--- config.mk ---
export PLATFORM = sky130hd
export DESIGN_NAME = boot_loader
export DESIGN_NICKNAME = d
export VERILOG_FILES = /design/src/rtl/boot_loader_pkg.sv /design/src/rtl/boot_loader_uart_rx.sv /design/src/rtl/boot_loader.sv
export SDC_FILE = /design/constraint.sdc
export NUM_CORES = 1
export LEC_CHECK = 0
export BUFFER_PORTS_ARGS = -buffer_cell sky130_fd_sc_hd__buf_2
export CAP_MARGIN = 0
export CORE_MARGIN = 10
export CORE_UTILIZATION = 60
export CTS_CLUSTER_SIZE = 30
export DETAILED_ROUTE_END_ITERATION = 8
export PLACE_DENSITY = 0.8
export SLEW_MARGIN = 20
export SYNTH_ARGS = -nofsm -noshare
export SYNTH_HDL_FRONTEND = slang
export SYNTH_HIERARCHICAL = 1
export SYNTH_SLANG_ARGS = --single-unit
--- constraint.sdc ---
create_clock -name CLK -period 3.08 [get_ports CLK]
set_clock_uncertainty 0.05 [all_clocks]
set_input_delay 0.462 -clock CLK [delete_from_list [all_inputs] [get_ports CLK]]
set_output_delay 0.462 -clock CLK [all_outputs]
set_load 0.02 [all_outputs]
--- src/rtl/boot_loader_pkg.sv ---
// Shared types and constants for the UART boot loader.
package boot_loader_pkg;

  typedef enum logic [2:0] {
    StIdle,
    StLenHi,
    StLenLo,
    StDataHi,
    StDataLo,
    StCheck,
    StDone,
    StError
  } boot_state_t;

  localparam logic [7:0]  BOOT_SYNC            = 8'hA5;
  localparam int unsigned DEFAULT_CLKS_PER_BIT = 434;

endpackage

--- src/rtl/boot_loader_uart_rx.sv ---
// 8N1 UART receiver: synchronised input, centre sampling, one-cycle byte strobe.
module uart_rx
  import boot_loader_pkg::*;
#(
  parameter int unsigned CLKS_PER_BIT = DEFAULT_CLKS_PER_BIT
) (
  input  logic       CLK,
  input  logic       RST,
  input  logic       rx,
  output logic       byte_valid,
  output logic [7:0] byte_data,
  output logic       frame_err
);

  localparam int unsigned CntW = $clog2(CLKS_PER_BIT);
  localparam logic [CntW-1:0] FullCnt = CntW'(CLKS_PER_BIT - 1);
  localparam logic [CntW-1:0] HalfCnt = CntW'(CLKS_PER_BIT / 2 - 1);

  typedef enum logic [1:0] {RxIdle, RxStart, RxData, RxStop} rx_state_t;

  rx_state_t       state_q;
  logic            sync1_q, sync2_q, prev_q;
  logic [CntW-1:0] cnt_q;
  logic [2:0]      bit_q;
  logic [7:0]      shift_q;
  logic            valid_q, ferr_q;
  logic [7:0]      data_q;

  // Synchroniser and edge-history flops idle high so reset never looks like a start bit.
  always_ff @(posedge CLK or negedge RST) begin
    if (!RST) begin
      sync1_q <= 1'b1;
      sync2_q <= 1'b1;
      prev_q  <= 1'b1;
    end else begin
      sync1_q <= rx;
      sync2_q <= sync1_q;
      prev_q  <= sync2_q;
    end
  end

  always_ff @(posedge CLK or negedge RST) begin
    if (!RST) begin
      state_q <= RxIdle;
      cnt_q   <= '0;
      bit_q   <= '0;
      shift_q <= '0;
      valid_q <= 1'b0;
      ferr_q  <= 1'b0;
      data_q  <= '0;
    end else begin
      valid_q <= 1'b0;
      unique case (state_q)
        RxIdle: begin
          if (!sync2_q && prev_q) begin
            state_q <= RxStart;
            cnt_q   <= '0;
          end
        end
        RxStart: begin
          if (cnt_q == HalfCnt) begin
            cnt_q   <= '0;
            bit_q   <= '0;
            state_q <= sync2_q ? RxIdle : RxData;
          end else begin
            cnt_q <= cnt_q + 1'b1;
          end
        end
        RxData: begin
          if (cnt_q == FullCnt) begin
            cnt_q   <= '0;
            shift_q <= {sync2_q, shift_q[7:1]};
            bit_q   <= bit_q + 1'b1;
            if (bit_q == 3'd7) state_q <= RxStop;
          end else begin
            cnt_q <= cnt_q + 1'b1;
          end
        end
        RxStop: begin
          if (cnt_q == FullCnt) begin
            cnt_q   <= '0;
            valid_q <= 1'b1;
            ferr_q  <= !sync2_q;
            data_q  <= shift_q;
            state_q <= RxIdle;
          end else begin
            cnt_q <= cnt_q + 1'b1;
          end
        end
        default: state_q <= RxIdle;
      endcase
    end
  end

  assign byte_valid = valid_q;
  assign byte_data  = data_q;
  assign frame_err  = ferr_q;

endmodule

--- src/rtl/boot_loader.sv ---
// UART boot loader: parses sync/length/data/checksum frames into instruction memory writes.
module boot_loader
  import boot_loader_pkg::*;
#(
  parameter int unsigned CLKS_PER_BIT = DEFAULT_CLKS_PER_BIT,
  parameter int unsigned ADDR_W       = 10,
  parameter int unsigned DATA_W       = 16
) (
  input  logic              CLK,
  input  logic              RST,
  input  logic              rx,
  output logic [ADDR_W-1:0] im_addr,
  output logic [DATA_W-1:0] im_wdata,
  output logic              im_we,
  output logic              cpu_rst_n,
  output logic              busy,
  output logic              done,
  output logic              err,
  output logic [ADDR_W:0]   word_count
);

  localparam logic [16:0] MaxWords = 17'(1) << ADDR_W;

  logic       rx_valid, rx_ferr;
  logic [7:0] rx_data;

  uart_rx #(.CLKS_PER_BIT(CLKS_PER_BIT)) u_rx (
    .CLK        (CLK),
    .RST        (RST),
    .rx         (rx),
    .byte_valid (rx_valid),
    .byte_data  (rx_data),
    .frame_err  (rx_ferr)
  );

  boot_state_t       state_q, state_d;
  logic [7:0]        len_hi_q, hi_q, csum_q;
  logic [ADDR_W:0]   len_q, wc_q, wc_inc;
  logic              inc_pend_q;
  logic [15:0]       n_words;
  logic              loading;
  logic              we_q, busy_q, done_q, err_q;
  logic [ADDR_W-1:0] addr_q;
  logic [DATA_W-1:0] wdata_q;

  assign n_words = {len_hi_q, rx_data};
  assign wc_inc  = wc_q + (ADDR_W + 1)'(1);
  assign loading = state_q inside {StLenHi, StLenLo, StDataHi, StDataLo, StCheck};

  always_comb begin
    state_d = state_q;
    if (inc_pend_q) begin
      state_d = (wc_inc == len_q) ? StCheck : StDataHi;
    end else if (rx_valid && rx_ferr) begin
      // Framing errors abort an active load; outside a load the byte is just dropped.
      if (loading) state_d = StError;
    end else if (rx_valid) begin
      unique case (state_q)
        StIdle, StDone, StError: if (rx_data == BOOT_SYNC) state_d = StLenHi;
        StLenHi:  state_d = StLenLo;
        StLenLo: begin
          if (n_words == 16'd0)                state_d = StCheck;
          else if ({1'b0, n_words} > MaxWords) state_d = StError;
          else                                 state_d = StDataHi;
        end
        StDataHi: state_d = StDataLo;
        StDataLo: state_d = StDataLo;
        StCheck:  state_d = (rx_data == csum_q) ? StDone : StError;
        default:  state_d = StIdle;
      endcase
    end
  end

  always_ff @(posedge CLK or negedge RST) begin
    if (!RST) begin
      state_q    <= StIdle;
      len_hi_q   <= '0;
      hi_q       <= '0;
      csum_q     <= '0;
      len_q      <= '0;
      wc_q       <= '0;
      inc_pend_q <= 1'b0;
      we_q       <= 1'b0;
      addr_q     <= '0;
      wdata_q    <= '0;
      busy_q     <= 1'b0;
      done_q     <= 1'b0;
      err_q      <= 1'b0;
    end else begin
      state_q <= state_d;
      we_q    <= 1'b0;
      if (rx_valid && !rx_ferr) begin
        unique case (state_q)
          StIdle, StDone, StError: begin
            if (rx_data == BOOT_SYNC) begin
              wc_q   <= '0;
              csum_q <= '0;
            end
          end
          StLenHi: begin
            len_hi_q <= rx_data;
            csum_q   <= csum_q ^ rx_data;
          end
          StLenLo: begin
            len_q  <= n_words[ADDR_W:0];
            csum_q <= csum_q ^ rx_data;
          end
          StDataHi: begin
            hi_q   <= rx_data;
            csum_q <= csum_q ^ rx_data;
          end
          StDataLo: begin
            csum_q     <= csum_q ^ rx_data;
            we_q       <= 1'b1;
            addr_q     <= wc_q[ADDR_W-1:0];
            wdata_q    <= DATA_W'({hi_q, rx_data});
            inc_pend_q <= 1'b1;
          end
          default: ;
        endcase
      end
      // Count advances the cycle the write strobe is visible.
      if (inc_pend_q) begin
        wc_q       <= wc_inc;
        inc_pend_q <= 1'b0;
      end
      busy_q <= state_d inside {StLenHi, StLenLo, StDataHi, StDataLo, StCheck};
      done_q <= state_d == StDone;
      err_q  <= state_d == StError;
    end
  end

  assign im_we      = we_q;
  assign im_addr    = addr_q;
  assign im_wdata   = wdata_q;
  assign word_count = wc_q;
  assign busy       = busy_q;
  assign done       = done_q;
  assign err        = err_q;
  assign cpu_rst_n  = done_q;

endmodule

---- Yosys cells after proc, flatten, opt, wreduce, memory -nomap -nowiden ----
Cells that the tools add are included.
operators by class
  $add $sub $neg .......................... 3
  $lt $le $gt $ge ......................... 1
  equality and inequality tests ........... 29
  mux-type cells .......................... 35
  bitwise gates (word level) .............. 1
  reductions and logical operators ........ 29
operators with widths
  cell                                                                     count
  11-bit two-way mux                                                       4
  3-bit two-way mux                                                        10
  3-bit equality test, second input constant                               9
  9-bit two-way mux                                                        3
  9-bit one-hot mux with 3 select lines                                    1
  16-bit by 11-bit > comparator with 1-bit output, second input constant   1
  16-bit zero test                                                         1
  8-bit one-hot mux with 2 select lines                                    1
  3-bit one-hot mux with 5 select lines                                    1
  3-bit by 2-bit equality test with 1-bit output, second input constant    4
  2-bit two-way mux                                                        6
  2-bit AND reduction                                                      6
  11-bit by 1-bit adder with 11-bit output, second input constant          1
  11-bit equality test                                                     1
  2-bit by 1-bit inequality test with 1-bit output, second input constant  5
  2-bit nonzero test                                                       5
  5-bit nonzero test                                                       2
  9-bit by 1-bit adder with 9-bit output, second input constant            1
  9-bit by 8-bit equality test with 1-bit output, second input constant    1
  9-bit equality test, second input constant                               1
  3-bit AND reduction                                                      3
  8-bit equality test                                                      1
  8-bit equality test, second input constant                               1
  8-bit two-way mux                                                        1
  other kinds (17)                                                         28
word-level totals
  bits in registers ....................... 115
  bits of input ports ..................... 3
  output and inout bits ................... 42
  word-level logic and storage cells ...... 121

---- Logic depth before layout (Yosys ltp) ----
  depth after elaboration ................. 9
  mapped depth ............................ 9
  gate-level depth less buffers ........... 7

---- Modules after synthesis ----
Netlist, hierarchy kept.
modules (own cells, without submodules)
  module       times used  cells an instance  area an instance (sq um)  seq. area each (sq um)
  boot_loader  1           365                3,940.0                   2,001.9
  uart_rx      1           133                1,575.3                   879.6

---- Worst setup path after synthesis ----
OpenSTA, ideal clock, no wires.
  kind .................................... register to register
  start ................................... register wc_q[1] (netlist: word_count[1])
  end ..................................... register, netlist name state_q[1]
  setup time .............................. 127 ps
  data arrival time ....................... 2,195 ps
  required time ........................... 2,903 ps
  slack ................................... 708 ps
  stages on the path, launching flop included .. 10
  path buffers ............................ 2
  period minus slack after synthesis ...... 2,372 ps
  cell sequence ........................... dfrtp_1 ha_1 buf_6 and4_4 buf_6 nand2_4 xnor2_1 or4_4 nor4_2 nor2_1
RTL lines
  what                    RTL line            RTL
  start, declared         boot_loader.sv:38   logic [ADDR_W:0] len_q, wc_q, wc_inc;
  start signal, assigned  boot_loader.sv:124  wc_q <= wc_inc;

==> qor.csv <==
stage,metric,value,unit
detailed_routing,vias,3928,
yosys,yosys.area_share.simple,0.152,
yosys,synth_xor_area_frac,0.0445,
yosys,syn_area_per_cell,11.1,sq um
worst_setup_path,path_class,register to register,
pwr,intPower,0.00281,W
finish,syn_to_final_growth,15.2,%
worst_setup_path,rrSetupSlack,0.55,ns
detailed_routing,detail_route.iter0.violations,211,
finish,drive_gt1_frac,0.285,
pwr,p_seq_frac,0.437,
clocking,clk_pin_slew,0.05,ns
pwr,p_sw,0.000859,W
placement,dp_hpwl,7900,um
hold_path,hold_depth,0,
die,pin_count,45,
detailed_routing,post-route-drc-count,0,
clocking,clock_latency,0.52,ns
die,core,0.00885,sq mm
clocking,postCtsResizedCells,0,
sta,setup_viol,0,
die,initial_core_util,0.623,
finish,design_area,0.00635,sq mm
detailed_routing,routed_wl,11500,um
sta,maxSlewViolCount,0,
clocking,cts_sinks,115,
worst_setup_path,reg2reg_depth,7,
yosys,syn_inst,498,
global_routing,grt_pass1_vias,3860,
pwr,leakage,3.32,nW
placement,gp_congestion,0.920,
yosys,syn_area,0.00552,sq mm
clocking,tritoncts,built,
clocking,cts.root.buffer_cell,clkbuf_8,
worst_setup_path,crit_chain,ha_1 -> and4_4 -> nand2_4 -> xnor2_1 -> or4_4 -> nor4_2 -> a21o_1,
finish,mostFrequentLayoutCell,dfrtp_1,
yosys,syn_nets,507,
sta,period_share,0.822,
sta,worstMarginPinSlew,1.05,ns
sta,fin_tns_setup,0,ns
global_routing,antenna_found_initial,0,
hold_path,hp-class,register to register,
global_routing,grt_max_degree,54,
yosys,ys.flop_type,dfrtp_1,
yosys,synthArstFlopShare,1.00,
clocking,htree_levels,4,
die,std_cell_rows,34,
worst_setup_path,end_kind,register,
finish,nets,550,
yosys,synth-compound-area-share,0.108,
sta,hold_viol_final,0,
finish,finalNonFillerCells,662,
worst_setup_path,critPathLaunchType,register,
worst_setup_path,slowest_stage,dfrtp_1,
run_status,status,"finished, final reports clean",
placement,dp_cells,628,
die,die_y,116,um
pwr,ir_drop,438,uV
sta,rsz0062_at_grt,false,
die,dieWidth,116,um
finish,diodes,0,
detailed_routing,avgRoutedWirePerCell,17.4,um
yosys,ys_ff_latch,115,
worst_setup_path,cp.arrival,2.93,ns
worst_setup_path,critPathMaxStageDelay,0.51,ns
pwr,clockPowerShare,0.502,
pwr,power_frac_comb,0.061,
pwr,powerDensity,577,mW/mm^2
global_routing,globalRouteTotalUtil,0.182,
detailed_routing,dr.pass1.iters,5,
pwr,switching_share,0.234,
detailed_routing,via_per_inst,5.93,
placement,io_buffers,44,
worst_setup_path,r2r_start,word_count[0],
finish,layout_common_cells,"112 x dfrtp_1, 60 x nand2_1, 59 x mux2_2, 43 x buf_2, 34 x o21ai_0",
yosys,synth_edf_count,0,
yosys,synth_top_family_by_area,simple AND/OR/NAND/NOR gates,
yosys,synthAdderAreaFrac,0.0136,
job,maxCapViolCount,0,
global_routing,grt_overflow,0,
yosys,ys_seq_area_frac,0.522,
clocking,clockBufferDepth,2,
die,die_area,0.0134,sq mm
yosys,synth_mux_area_frac,0.122,
sta,relSlewSlack,0.291,
worst_setup_path,crit_end,state_q[2],
global_routing,grt_pass1_wl,19400,um
yosys,yosysWarnings,6,
detailed_routing,ant_nets,0,
worst_setup_path,cp.required,3.48,ns
sta,finalCriticalPeriod,2.53,ns
worst_setup_path,cp-startpoint,word_count[0],
worst_setup_path,r2r-end,state_q[2],
clocking,cts_buffers,17,
finish,final_core_util,0.718,
worst_setup_path,cp_max_fo,10,
placement,placed_area,0.00578,sq mm
sta,fmax,395,MHz
yosys,synth_cell_type_count,63,
cells in the mapped netlist (all sizes together), types with 3 or more instances:
cell      n  share of area
and4      4         0.0068
o31ai     6         0.0082
o21ai    34          0.031
and3      4         0.0048
a21o     10          0.014
nor4      5         0.0079
o21a      3         0.0041
nor3b    12          0.017
nor2b     3         0.0034
a21oi    14          0.013
inv      12         0.0082
a211oi    4         0.0064
clkbuf   19          0.015
a31oi     5         0.0057
and4b     3         0.0057
a21boi    3         0.0041
nand2    61          0.043
xnor2    10          0.016
dfrtp   112           0.51
nor2     19          0.013
nand3    14          0.014
nand4     7         0.0091
xor2     18          0.029
nor3     10         0.0091
ha        6          0.014
o22ai     5         0.0057
dfstp     3          0.014
buf       9          0.013
mux2     59           0.12
sequential cells by signal, indices dropped and copies added (netlist names), 9 cells and up, named ones only:
signal / flops
word_count: 11
len_q: 11
im_wdata: 16
im_addr: 10
u_rx/cnt_q: 9
layer usage:
layer  vias up  GRT usage  share of wire
met2       127      0.281           0.48
met3        37     0.0651          0.068
met5         -          0              0
met1      1898      0.230           0.43
li1       1866          -              -
met4         0     0.0734          0.029
power by group through the flow:
stage	sequential, W	combinational [W]	clock [W]
floorplan	0.00161	0.000155	0
global placement	0.00162	0.000218	0
detailed placement	0.00163	0.000227	0
CTS	0.00160	0.000229	0.00186
global route	0.00161	0.000258	0.00194
finish	0.00160	0.000224	0.00184
cell families (layout without fill, tap and decap cells):
family	Yosys count	after routing
and+or+nand+nor	154	154
DFF	115	115
AOI/OAI and AO/OA	94	94
muxes	60	60
buffers and inverters	41	97
xor gates and xnor gates	28	28
adders and majority gates	6	6
final cells by class:
cell class	count	area, sq um
clock inverters	11	110
fillers	646	2490
well taps	108	135
inverters	13	48.8
clock buffers	21	449
repair buffers	52	300
flip-flops and latches	115	2880
multi-input cells	342	2430
repair_timing:
| item | in CTS | in global routing |
|---|---|---|
| hold endpoints to repair | 49 | 0 |
| buffers inserted | 0 | 0 |
| hold buffers | 2 | 0 |
how the worst min path moves through the flow:
stage / from / end
3_3_place_gp: u_rx/sync1_q / u_rx/sync2_q
3_5_place_dp: u_rx/sync1_q / u_rx/sync2_q
6_report: u_rx/sync1_q / u_rx/sync2_q
4_1_cts: u_rx/sync1_q / u_rx/sync2_q
2_1_floorplan: RST / busy
5_1_grt: u_rx/sync1_q / u_rx/sync2_q
worst max-delay path: cells and delay by family, from the launching register on:
kind | cells | cell delay (ns)
xor+xnor | 1 | 0.14
fa+ha+maj | 1 | 0.41
flops | 1 | 0.51
compound gates | 1 | 0.14
simple gates | 4 | 1.22
stage by stage:
stage | total power, W | setup WS, ns | hold WS, ns
4_1_cts | 0.00369 | 0.551 | 0.314
5_1_grt | 0.00381 | 0.401 | 0.314
6_report | 0.00367 | 0.549 | 0.311
3_3_place_gp | 0.00184 | 0.642 | 0.295
2_1_floorplan | 0.00176 | 0.708 | 0.116
3_5_place_dp | 0.00185 | 0.560 | 0.306
Note: power is estimated with default switching activity, not from simulation.
